File: config.mk
export PLATFORM = sky130hd
export DESIGN_NAME = fetch_controller
export DESIGN_NICKNAME = d
export VERILOG_FILES = /design/src/rtl/fetch_controller.sv
export SDC_FILE = /design/constraint.sdc
export NUM_CORES = 1
export LEC_CHECK = 0
export CORE_UTILIZATION = 65
export CTS_BUF_LIST = sky130_fd_sc_hd__clkbuf_4
export CTS_CLUSTER_DIAMETER = 30
export CTS_CLUSTER_SIZE = 12
export DETAILED_ROUTE_END_ITERATION = 6
export DONT_BUFFER_PORTS = 1
export PLACE_DENSITY = 0.81
export SLEW_MARGIN = 20
export SYNTH_ARGS = -nofsm -noshare
export SYNTH_HDL_FRONTEND = slang
export SYNTH_SLANG_ARGS = --single-unit
File: constraint.sdc
create_clock -name clock -period 7.2 [get_ports clock]
set_input_delay 1.08 -clock clock [delete_from_list [all_inputs] [get_ports clock]]
set_output_delay 1.08 -clock clock [all_outputs]
set_load 0.01 [all_outputs]
File: src/rtl/fetch_controller.sv
// fetch_controller: owns the program counter, issues reads to the synchronous
// instruction ROM, buffers returned words in a small FIFO and presents them to
// decode over a valid/ready handshake. Branch redirects flush wrong-path words;
// a HALT opcode stops fetching once the HALT word itself has been delivered.
module fetch_controller #(
    parameter int                ADDR_W    = 8,
    parameter int                DATA_W    = 16,
    parameter logic [ADDR_W-1:0] RESET_PC  = '0,
    parameter logic [3:0]        HALT_OP   = 4'hF,
    parameter int                BUF_DEPTH = 2
) (
    input  logic              clock,
    input  logic              reset,
    input  logic              start,
    output logic              rom_read,
    output logic [ADDR_W-1:0] rom_addr,
    input  logic [DATA_W-1:0] rom_data,
    output logic [DATA_W-1:0] instr,
    output logic [ADDR_W-1:0] instr_pc,
    output logic              instr_valid,
    input  logic              instr_ready,
    input  logic              redirect,
    input  logic [ADDR_W-1:0] redirect_pc,
    output logic              busy,
    output logic              halted
);

    localparam int PTR_W = (BUF_DEPTH > 1) ? $clog2(BUF_DEPTH) : 1;
    localparam int CNT_W = $clog2(BUF_DEPTH + 1);

    typedef enum logic [1:0] {IDLE, FETCH, DRAIN, HALTED} state_t;

    state_t            state, state_next;
    logic [ADDR_W-1:0] pc, pc_next;
    logic              inflight;        // a ROM word returns this cycle
    logic [ADDR_W-1:0] inflight_pc;     // address that word was read from

    logic [DATA_W-1:0] buf_data [BUF_DEPTH];
    logic [ADDR_W-1:0] buf_pc   [BUF_DEPTH];
    logic [PTR_W-1:0]  rd_ptr, wr_ptr;
    logic [CNT_W-1:0]  count;

    logic accept;
    logic buf_write;
    logic halt_arriving;
    logic head_is_halt;
    logic room;

    function automatic logic [PTR_W-1:0] ptr_inc(input logic [PTR_W-1:0] p);
        return (p == PTR_W'(BUF_DEPTH - 1)) ? '0 : p + PTR_W'(1);
    endfunction

    assign instr_valid   = (count != '0);
    assign instr         = buf_data[rd_ptr];
    assign instr_pc      = buf_pc[rd_ptr];
    assign accept        = instr_valid && instr_ready;
    assign head_is_halt  = instr_valid && (instr[DATA_W-1 -: 4] == HALT_OP);
    assign halt_arriving = inflight && (rom_data[DATA_W-1 -: 4] == HALT_OP);

    // A returning word is kept only while still fetching on the same path;
    // in DRAIN it was issued behind a HALT word and is dropped.
    assign buf_write = inflight && (state == FETCH) && !redirect;

    // The head leaving this cycle frees its slot, which keeps one word per
    // cycle flowing with only two entries; the returning word already owns one.
    assign room = (int'(count) + int'(inflight) - int'(accept)) < BUF_DEPTH;

    // Never issue past a HALT word that is arriving right now.
    assign rom_read = (state == FETCH) && !redirect && !halt_arriving && room;
    assign rom_addr = pc;

    assign busy   = (state == FETCH) || (state == DRAIN);
    assign halted = (state == HALTED);

    // Next state and next PC; redirect wins over issue and over start.
    always_comb begin
        // NOTE: every output of this block gets a default first, so no path
        // leaves a variable unassigned and no latch is inferred.
        state_next = state;
        pc_next    = pc;
        case (state)
            IDLE: begin
                if (start) state_next = FETCH;
            end
            FETCH: begin
                if (buf_write && halt_arriving) state_next = DRAIN;
            end
            DRAIN: begin
                if (redirect)                    state_next = FETCH;
                else if (accept && head_is_halt) state_next = HALTED;
            end
            HALTED: begin
                if (start) begin
                    state_next = FETCH;
                    pc_next    = RESET_PC;
                end
            end
            default: state_next = IDLE;
        endcase
        if (redirect)      pc_next = redirect_pc;
        else if (rom_read) pc_next = pc + ADDR_W'(1);
    end

    // State, PC and in-flight read tracking.
    always_ff @(posedge clock or posedge reset) begin
        // NOTE: sequential state uses non-blocking assignments so every
        // register samples pre-edge values regardless of statement order.
        if (reset) begin
            state       <= IDLE;
            pc          <= RESET_PC;
            inflight    <= 1'b0;
            inflight_pc <= '0;
        end else begin
            state    <= state_next;
            pc       <= pc_next;
            inflight <= rom_read;
            if (rom_read) inflight_pc <= pc;
        end
    end

    // Output FIFO: write returning words, pop on accept, empty on redirect.
    always_ff @(posedge clock or posedge reset) begin
        if (reset) begin
            rd_ptr <= '0;
            wr_ptr <= '0;
            count  <= '0;
            // NOTE: the storage is reset as well because the head entry drives
            // instr/instr_pc, which must read zero out of reset.
            for (int i = 0; i < BUF_DEPTH; i++) begin
                buf_data[i] <= '0;
                buf_pc[i]   <= '0;
            end
        end else if (redirect) begin
            rd_ptr <= '0;
            wr_ptr <= '0;
            count  <= '0;
        end else begin
            if (buf_write) begin
                buf_data[wr_ptr] <= rom_data;
                buf_pc[wr_ptr]   <= inflight_pc;
                wr_ptr           <= ptr_inc(wr_ptr);
            end
            if (accept) rd_ptr <= ptr_inc(rd_ptr);
            if (buf_write && !accept)      count <= count + CNT_W'(1);
            else if (!buf_write && accept) count <= count - CNT_W'(1);
        end
    end

endmodule

======== Yosys cells after proc, flatten, opt, wreduce, memory -nomap -nowiden ========
Cells that the tools add are included.
cells by class
  bitwise logic cells ..................... 3
  magnitude comparators ................... 4
  mux-type cells .......................... 30
  add/subtract/negate cells ............... 7
  eq/ne operators ......................... 8
  reduce and logical (&&, ||, !) cells .... 29
operators with widths
  operator               number
  $mux W16               4
  $mux W8                8
  $bwmux W32             1
  $bwmux W16             1
  $demux W16 S1          1
  $mux W2                7
  $logic_and A1 B1 Y1    13
  $reduce_bool A3 Y1     3
  $add A8 B1 Y8 const B  1
  $demux W8 S1           1
  $eq A4 B4 Y1 const B   2
  $mux W1                6
  $pmux W2 S3            1
  $reduce_bool A2 Y1     3
  $eq A2 B2 Y1 const B   2
  $ge A2 B2 Y1 const B   2
  $logic_not A1 Y1       4
  $lt A4 B3 Y1 const B   1
  $ne A2 B1 Y1 const B   2
  $not A1 Y2             2
  $reduce_and A2 Y1      2
  $sub A3 B1 Y4          1
  $add A2 B1 Y3          1
  $ne A3 B2 Y1 const B   1
  10 further kinds       11
word-level totals
  word-level logic and storage cells ...... 92
  input bits .............................. 29
  output and inout port bits .............. 36
  register bits ........................... 71

======== Depth between registers and ports, before layout ========
Gate-level depths: netlist of the first run.
  depth in word-level cells ............... 10
  gate-level depth with buffers ........... 10

======== Least setup slack after synthesis of the first run ========
Ideal clock, no wire load.
  path kind ............................... input-to-output
  start point ............................. input instr_ready
  end point ............................... output rom_read
  stages .................................. 7
  setup slack ............................. 3602 ps
  buffers on the path ..................... 1
  data arrival time ....................... 2518 ps
  cell sequence ........................... nand2_1 -> mux2i_1 -> nand2_1 -> fa_1 -> nand3b_4 -> a211oi_4 -> buf_4
between the ends
  longest elaborated chain between the ends .. 4
RTL lines
  item                 line  RTL
  start, declared      21    input logic instr_ready,
  $logic_and A1 B1 Y1  56    assign accept = instr_valid && instr_ready;
  $sub A3 B1 Y4        66    assign room = (int'(count) + int'(inflight) - int'(accept)) < BUF_DEPTH;
  $lt A4 B3 Y1         66
  $logic_and A1 B1 Y1  69    assign rom_read = (state == FETCH) && !redirect && !halt_arriving && room;
  end, declared        15    output logic rom_read,
No other way between the ends.

======== Worst setup path in the final report of the first run ========
Same ends and word-level chain as after synthesis.

==> results of run 1 <==
## critical path, delay by kind of cell
family / cells / cell delay [ns]
fa+ha+maj: 1 / 0.54
buf+inv: 1 / 0.33
simple gates: 3 / 0.24
mux: 1 / 0.23
compound gates: 1 / 0.16
## worst max path at each step
| stage | cells past startpoint | slack, ns | to | from |
|---|---|---|---|---|
| 6_report | 7 | 3.53 | rom_read | instr_ready |
| 4_1_cts | 7 | 3.55 | rom_read | instr_ready |
| 2_1_floorplan | 7 | 3.60 | rom_read | instr_ready |
| 3_5_place_dp | 7 | 3.57 | rom_read | instr_ready |
| 3_3_place_gp | 7 | 3.61 | rom_read | instr_ready |
| 5_1_grt | 7 | 3.40 | rom_read | instr_ready |
## where the power goes
group	internal (mW)	switching, mW	leakage [nW]	total, mW
registers	0.543	0.101	0.918	0.644
clock network	0.0704	0.128	0.0648	0.198
logic	0.224	0.190	0.645	0.415
total	0.838	0.419	1.63	1.26
## metrics by stage
step                utilization  cells  instance area, sq um  power, mW  setup slack [ns]
CTS                       0.721    317                  3470       1.27              3.55
finish                    0.721    317                  3470       1.26              3.53
detailed placement        0.700    301                  3370       1.07              3.57
global placement          0.700    301                  3370       1.05              3.61
global route              0.721    317                  3470       1.34              3.40
floorplan                     -    241                  3320      0.995              3.60
## layout by cell type, fill, tap and decap left out, types with 2 or more instances in the layout
master and count:
buf_4 4, clkinv_1 2, nand2_1 12, dfrtp_1 71
a211oi_4 2, o21ai_1 2, xor2_1 5, a222oi_1 2
o21ai_0 3, clkinv_2 4, mux2_2 76, mux2i_1 2
a21oi_1 2, a221o_1 3, nand3_1 5, nor3b_1 3
nor2b_1 2, ha_1 4, o211ai_1 2, a21o_1 3
clkbuf_4 10, nor2_1 8, inv_1 6, mux2_4 4
## state kept, by name (all words and copies together) (netlist names), 2 cells and up
| name | cells |
|---|---|
| state | 2 |
| rom_addr | 8 |
| buf_data | 32 |
| count | 2 |
| inflight_pc | 8 |
| buf_pc | 16 |
## logic make-up (layout without fill, tap and decap cells)
logic type	Yosys count	after routing
AO/OA/AOI/OAI	21	21
XOR/XNOR	5	5
adder cells (fa/ha/maj)	5	5
buffers and inverters	18	27
flip-flops	71	71
multiplexers	83	83
AND/OR/NAND/NOR	38	38
## routing by layer
layer  share of wire  wire length, microns
met1            0.44                  2420
met2            0.48                  2630
met3           0.051                   279
met4           0.022                   121
met5               0                     0
## area by class of cell
cell class | instances | area share
clock buffers | 10 | 0.0216
clock inverters | 6 | 0.00793
inverters | 7 | 0.00756
multi-input cells | 152 | 0.419
flip-flops and latches | 71 | 0.512
well taps | 67 | 0.0241
repair buffers | 4 | 0.00865
==> run metrics, run 1 <==
most numerous cell on the critical path nand2_1; Hold Crit Endpoint buf_data[16]$_DFFE_PP0P_; worst hold path cell count 1; post-synthesis sequential area ratio 0.535; ANT nets after route 0; slowest CP cell fa_1; Adder-Cell Fraction of Synth Area 0.0211; initial antenna violation count 0; # port buffers 0; Distinct cells, synth 36; post-synth top area share 0.535; row cnt 25; die width 73.5 microns; Clock Skew 0.0134 ns; final hold slack 0.511 ns; Multi-input gate area 1450 sq um; Crit Path Max Fanout 24; post-synthesis mux area share 0.285; most frequent cells after synthesis mux2_2, dfrtp_1, nand2_1, nor2_1, inv_1; GR Layer Usage met3 0.0617; CP Capture Type output pin; min-delay src buf_data[16]$_DFFE_PP0P_; Post-CTS Hold Fix Bufs 0; post-synthesis cell area 3320 sq um; Critical Path AT 2.59 ns; Area Overhead vs Synth 4.68%; Startpoint Class input pin; post-synthesis register bit count 71; hpwl dp 3.55 mm; maxcap violations 0; final number of max-transition violations 0; Slew headroom 0.304; H-tree Lvls 3; GRT Max-Usage Layer met2; DR vias/cell 5.91; worst-margin pin slew 1.04 ns; maximum VDD drop 0.212 mV; CTS Buf Count 9; Slowest Stage Delay on Critical Path 0.54 ns; Compound-Gate Fraction of Synth Area 0.0551; Leakage 1.63 nW; Worst Path Required 6.12 ns; pwr/cell area 362 nW/um^2; global-route wire length before repair 8.74 mm; Final period util 0.510; reg-to-reg endpoint rom_addr[3]$_DFFE_PP0P_; minimum clock period 3.67 ns; postcts setup bufs 0; Post-synth EDFFs 0; Async SR Flop Fraction 1.00; syn_nets 275; Total Routed Length 5.45 mm; Finish-stage setup viols 0; Achievable Freq 272 MHz; Top-Level Pins 65; initial drt markers 135; DR vias 1874; Starting Density 0.689; most common cell in the netlist mux2_2; met1 usage 0.289; number of diodes 0; simple-gate portion of the synthesized area 0.0615; drc violations 0; GRT Total Usage 0.223; DRT Pass-1 Iters 4; grt ovf 0; largest family of logic cells by synthesized area multiplexers; Worst-path clk slew 0.11 ns; layout cells sized above 1 0.420; core footprint 4820 sq um; reg-to-reg slack, setup 4.45 ns; clock insertion delay at the later pin of the skew report 0.40 ns; Worst Hold Class register to register; chip height 73.5 microns; WS Path Type input pin to output pin; Clock Tree Buf Depth 2; RePlAce Congestion 0.727; Cell Chain, Critical Path nand2_1 -> mux2i_1 -> nand2_1 -> fa_1 -> nand3b_4 -> a211oi_4 -> buf_4; cells after synthesis 241; reg2reg start count[1]$_DFFE_PP0P_; outcome complete, no violations; die area 5390 sq um; # fillers 355; vias in the first global route 1851; Root Buffer clkbuf_4; Reg area 1780 sq um; Hold Vio Cnt, Final 0; Yosys warning count 0; R2R depth 10; area leader, netlist dfrtp_1; WL/cell 17.2 microns; commonest register cell after synthesis dfrtp_1; clk sink count 71; setup TNS 0 ns; CTS resizes 0; RSZ-0062 raised after global routing false; largest net degree at the start of global routing 72; met2 usage 0.339; Avg Inst Size Synth 13.8 sq um; CTS tree done; XOR/XNOR Fraction of Synth Area 0.0132; Synth area leaders dfrtp_1, mux2_2, mux2_4; # nets final 279
Power figures use the tool's default switching activity.
==> run 2, diff against run 1 <==
clock period = 3.5 ns   (was 7.2 ns; I/O delays follow)
==> run 2 against run 1 <==
Effect of this change:
- combinational power increased by 110%
- cell count down 0.32%
- register-to-register slack worse by 3.6 ns
- non-clock buffer count increased by 1
- worst hold slack lost 0.36 ns
- core utilization shrank 0.078 points
- sequential share of layout area up 0.055 points
- highest routed layer unchanged
- worst setup slack got worse by 3.1 ns
- critical path depth stayed put
- die area is the same
==> run metrics, run 2 (synthesized netlist as in run 1, its figures left out) <==
register with the most flip-flops buf_data; CTS Buf Count 9 (unchanged); CP Capture Type output pin; postcts setup bufs 0 (unchanged); Clock Skew 0.0147 ns (+0.00129 ns); Achievable Freq 322 MHz; Root Buffer clkbuf_4; WL/cell 18.2 microns (+6.0%); DRT Pass-1 Iters 4 (unchanged); final number of max-transition violations 0 (unchanged); maximum VDD drop 0.436 mV (+110%); WS Path Type register to output pin; Area Overhead vs Synth 4.56%; global-route wire length before repair 9.15 mm (+4.7%); Slowest Stage Delay on Critical Path 0.56 ns (+0.02 ns); hpwl dp 3.94 mm (+11%); commonest cells after routing, fill and taps aside mux2_2, dfrtp_1, nand2_1; Worst Hold Class input pin to async pin; pwr/cell area 745 nW/um^2 (+110%); H-tree Lvls 3 (unchanged); drc violations 0 (unchanged); row cnt 25 (unchanged); # nets final 280 (+0.36%); Crit Path Max Fanout 23 (-4.2%); Cell Chain, Critical Path nand2_1 -> mux2i_1 -> nand2_1 -> fa_1 -> nand3b_4 -> a211oi_4 -> buf_4; setup TNS 0 ns (unchanged); most numerous cell on the critical path nand2_1; outcome complete, no violations; Top-Level Pins 65 (unchanged); die area 5390 sq um (unchanged); max reg flops 32 (unchanged); chip height 73.5 microns (unchanged); DR vias/cell 6.00 (+1.4%); RSZ-0062 raised after global routing false; Leakage 1.62 nW (-0.53%); Startpoint Class register; minimum clock period 3.11 ns; # port buffers 0 (unchanged); Final period util 0.888; CTS tree done; Finish-stage setup viols 0 (unchanged); commonest non-fill, non-tap cell in the layout mux2_2; dpl cell area 3380 sq um (+0.22%); final instance area 3470 sq um (-0.11%); Total Routed Length 5.76 mm (+5.6%); Critical Path AT 2.58 ns (about the same); GRT Total Usage 0.233 (+0.0105); initial drt markers 76 (-44%); maxcap violations 0 (unchanged); vias in the first global route 1943 (+5.0%); worst-margin pin slew 0.881 ns (-0.160 ns); ANT nets after route 0 (unchanged); largest net degree at the start of global routing 53 (-26%); initial antenna violation count 0 (unchanged); clk sink count 71 (unchanged); Worst Path Required 2.97 ns (-3.15 ns); Post-CTS Hold Fix Bufs 0 (unchanged); Hold Vio Cnt, Final 0 (unchanged); DR vias 1895 (+1.1%); Slew headroom 0.412 (+0.108); CTS resizes 0 (unchanged); layout cells sized above 1 0.410 (-0.0104); slowest CP cell fa_1; Clock Tree Buf Depth 2 (unchanged); core footprint 4820 sq um (unchanged); clock insertion delay at the later pin of the skew report 0.41 ns (about the same); die width 73.5 microns (unchanged); Starting Density 0.689 (unchanged); RePlAce Congestion 0.765 (+5.2%); grt ovf 0 (unchanged); number of diodes 0 (unchanged); Worst-path clk slew 0.11 ns (about the same); top flop regs buf_data: 32 flops, buf_pc: 16 flops
## run 2: final cells by class
| cell class | instances | area [sq um] |
|---|---|---|
| fillers | 350 | 1350 |
| well taps | 67 | 83.8 |
| inverters | 7 | 27.5 |
| clock inverters | 4 | 15.0 |
| repair buffers | 5 | 37.5 |
| flip-flops and latches | 71 | 1780 |
| clock buffers | 10 | 75.1 |
| multi-input cells | 152 | 1450 |
## run 2: worst paths after layout
| check | from | to | slack (ns) | depth (start not counted) |
|---|---|---|---|---|
| worst max-delay path | count[1]$_DFFE_PP0P_ | rom_read | 0.39 | 7 |
| worst min-delay path | reset | buf_data[22]$_DFFE_PP0P_ | 0.16 | 1 |
| worst max register to register | count[1]$_DFFE_PP0P_ | inflight_pc[7]$_DFFE_PP0P_ | 0.84 | 8 |
| worst min register to register | buf_pc[2]$_DFFE_PP0P_ | buf_pc[2]$_DFFE_PP0P_ | 0.51 | 1 |
| max in group asynchronous | reset | buf_pc[2]$_DFFE_PP0P_ | 2.56 | 2 |
| min in group clock | redirect | count[0]$_DFFE_PP0P_ | 0.17 | 1 |
## run 2: layer usage
metal | up-vias | part of all wire | track usage
met4 | 0 | 0.022 | 0.132
met3 | 13 | 0.046 | 0.0535
li1 | 874 | - | -
met5 | - | 0 | 0
met1 | 962 | 0.44 | 0.290
met2 | 46 | 0.50 | 0.377
## run 2: report_power, final
part / switching [mW] / leakage, nW / internal (mW)
Combinational: 0.389 / 0.648 / 0.462
Sequential: 0.217 / 0.918 / 1.12
Clock: 0.262 / 0.0523 / 0.138
Total: 0.868 / 1.62 / 1.72
## run 2: stage by stage
stage               cells  power (mW)  setup WS, ns  hold WS, ns  utilization
global route          316        2.74         0.267        0.151        0.720
CTS                   316        2.61         0.368        0.151        0.720
detailed placement    302        2.22         0.825        0.487        0.701
floorplan             241        2.05          1.01        0.474            -
finish                316        2.59         0.392        0.155        0.720
global placement      302        2.17         0.922        0.481        0.701
## run 2: worst max-delay path, delay by kind of cell, from the launching register on
family	cells	cell delay [ns]
AO/OA/AOI/OAI	1	0.23
adder cells (fa/ha/maj)	1	0.56
buffers and inverters	1	0.33
flip-flops	1	0.49
multiplexers	1	0.24
AND/OR/NAND/NOR	3	0.32
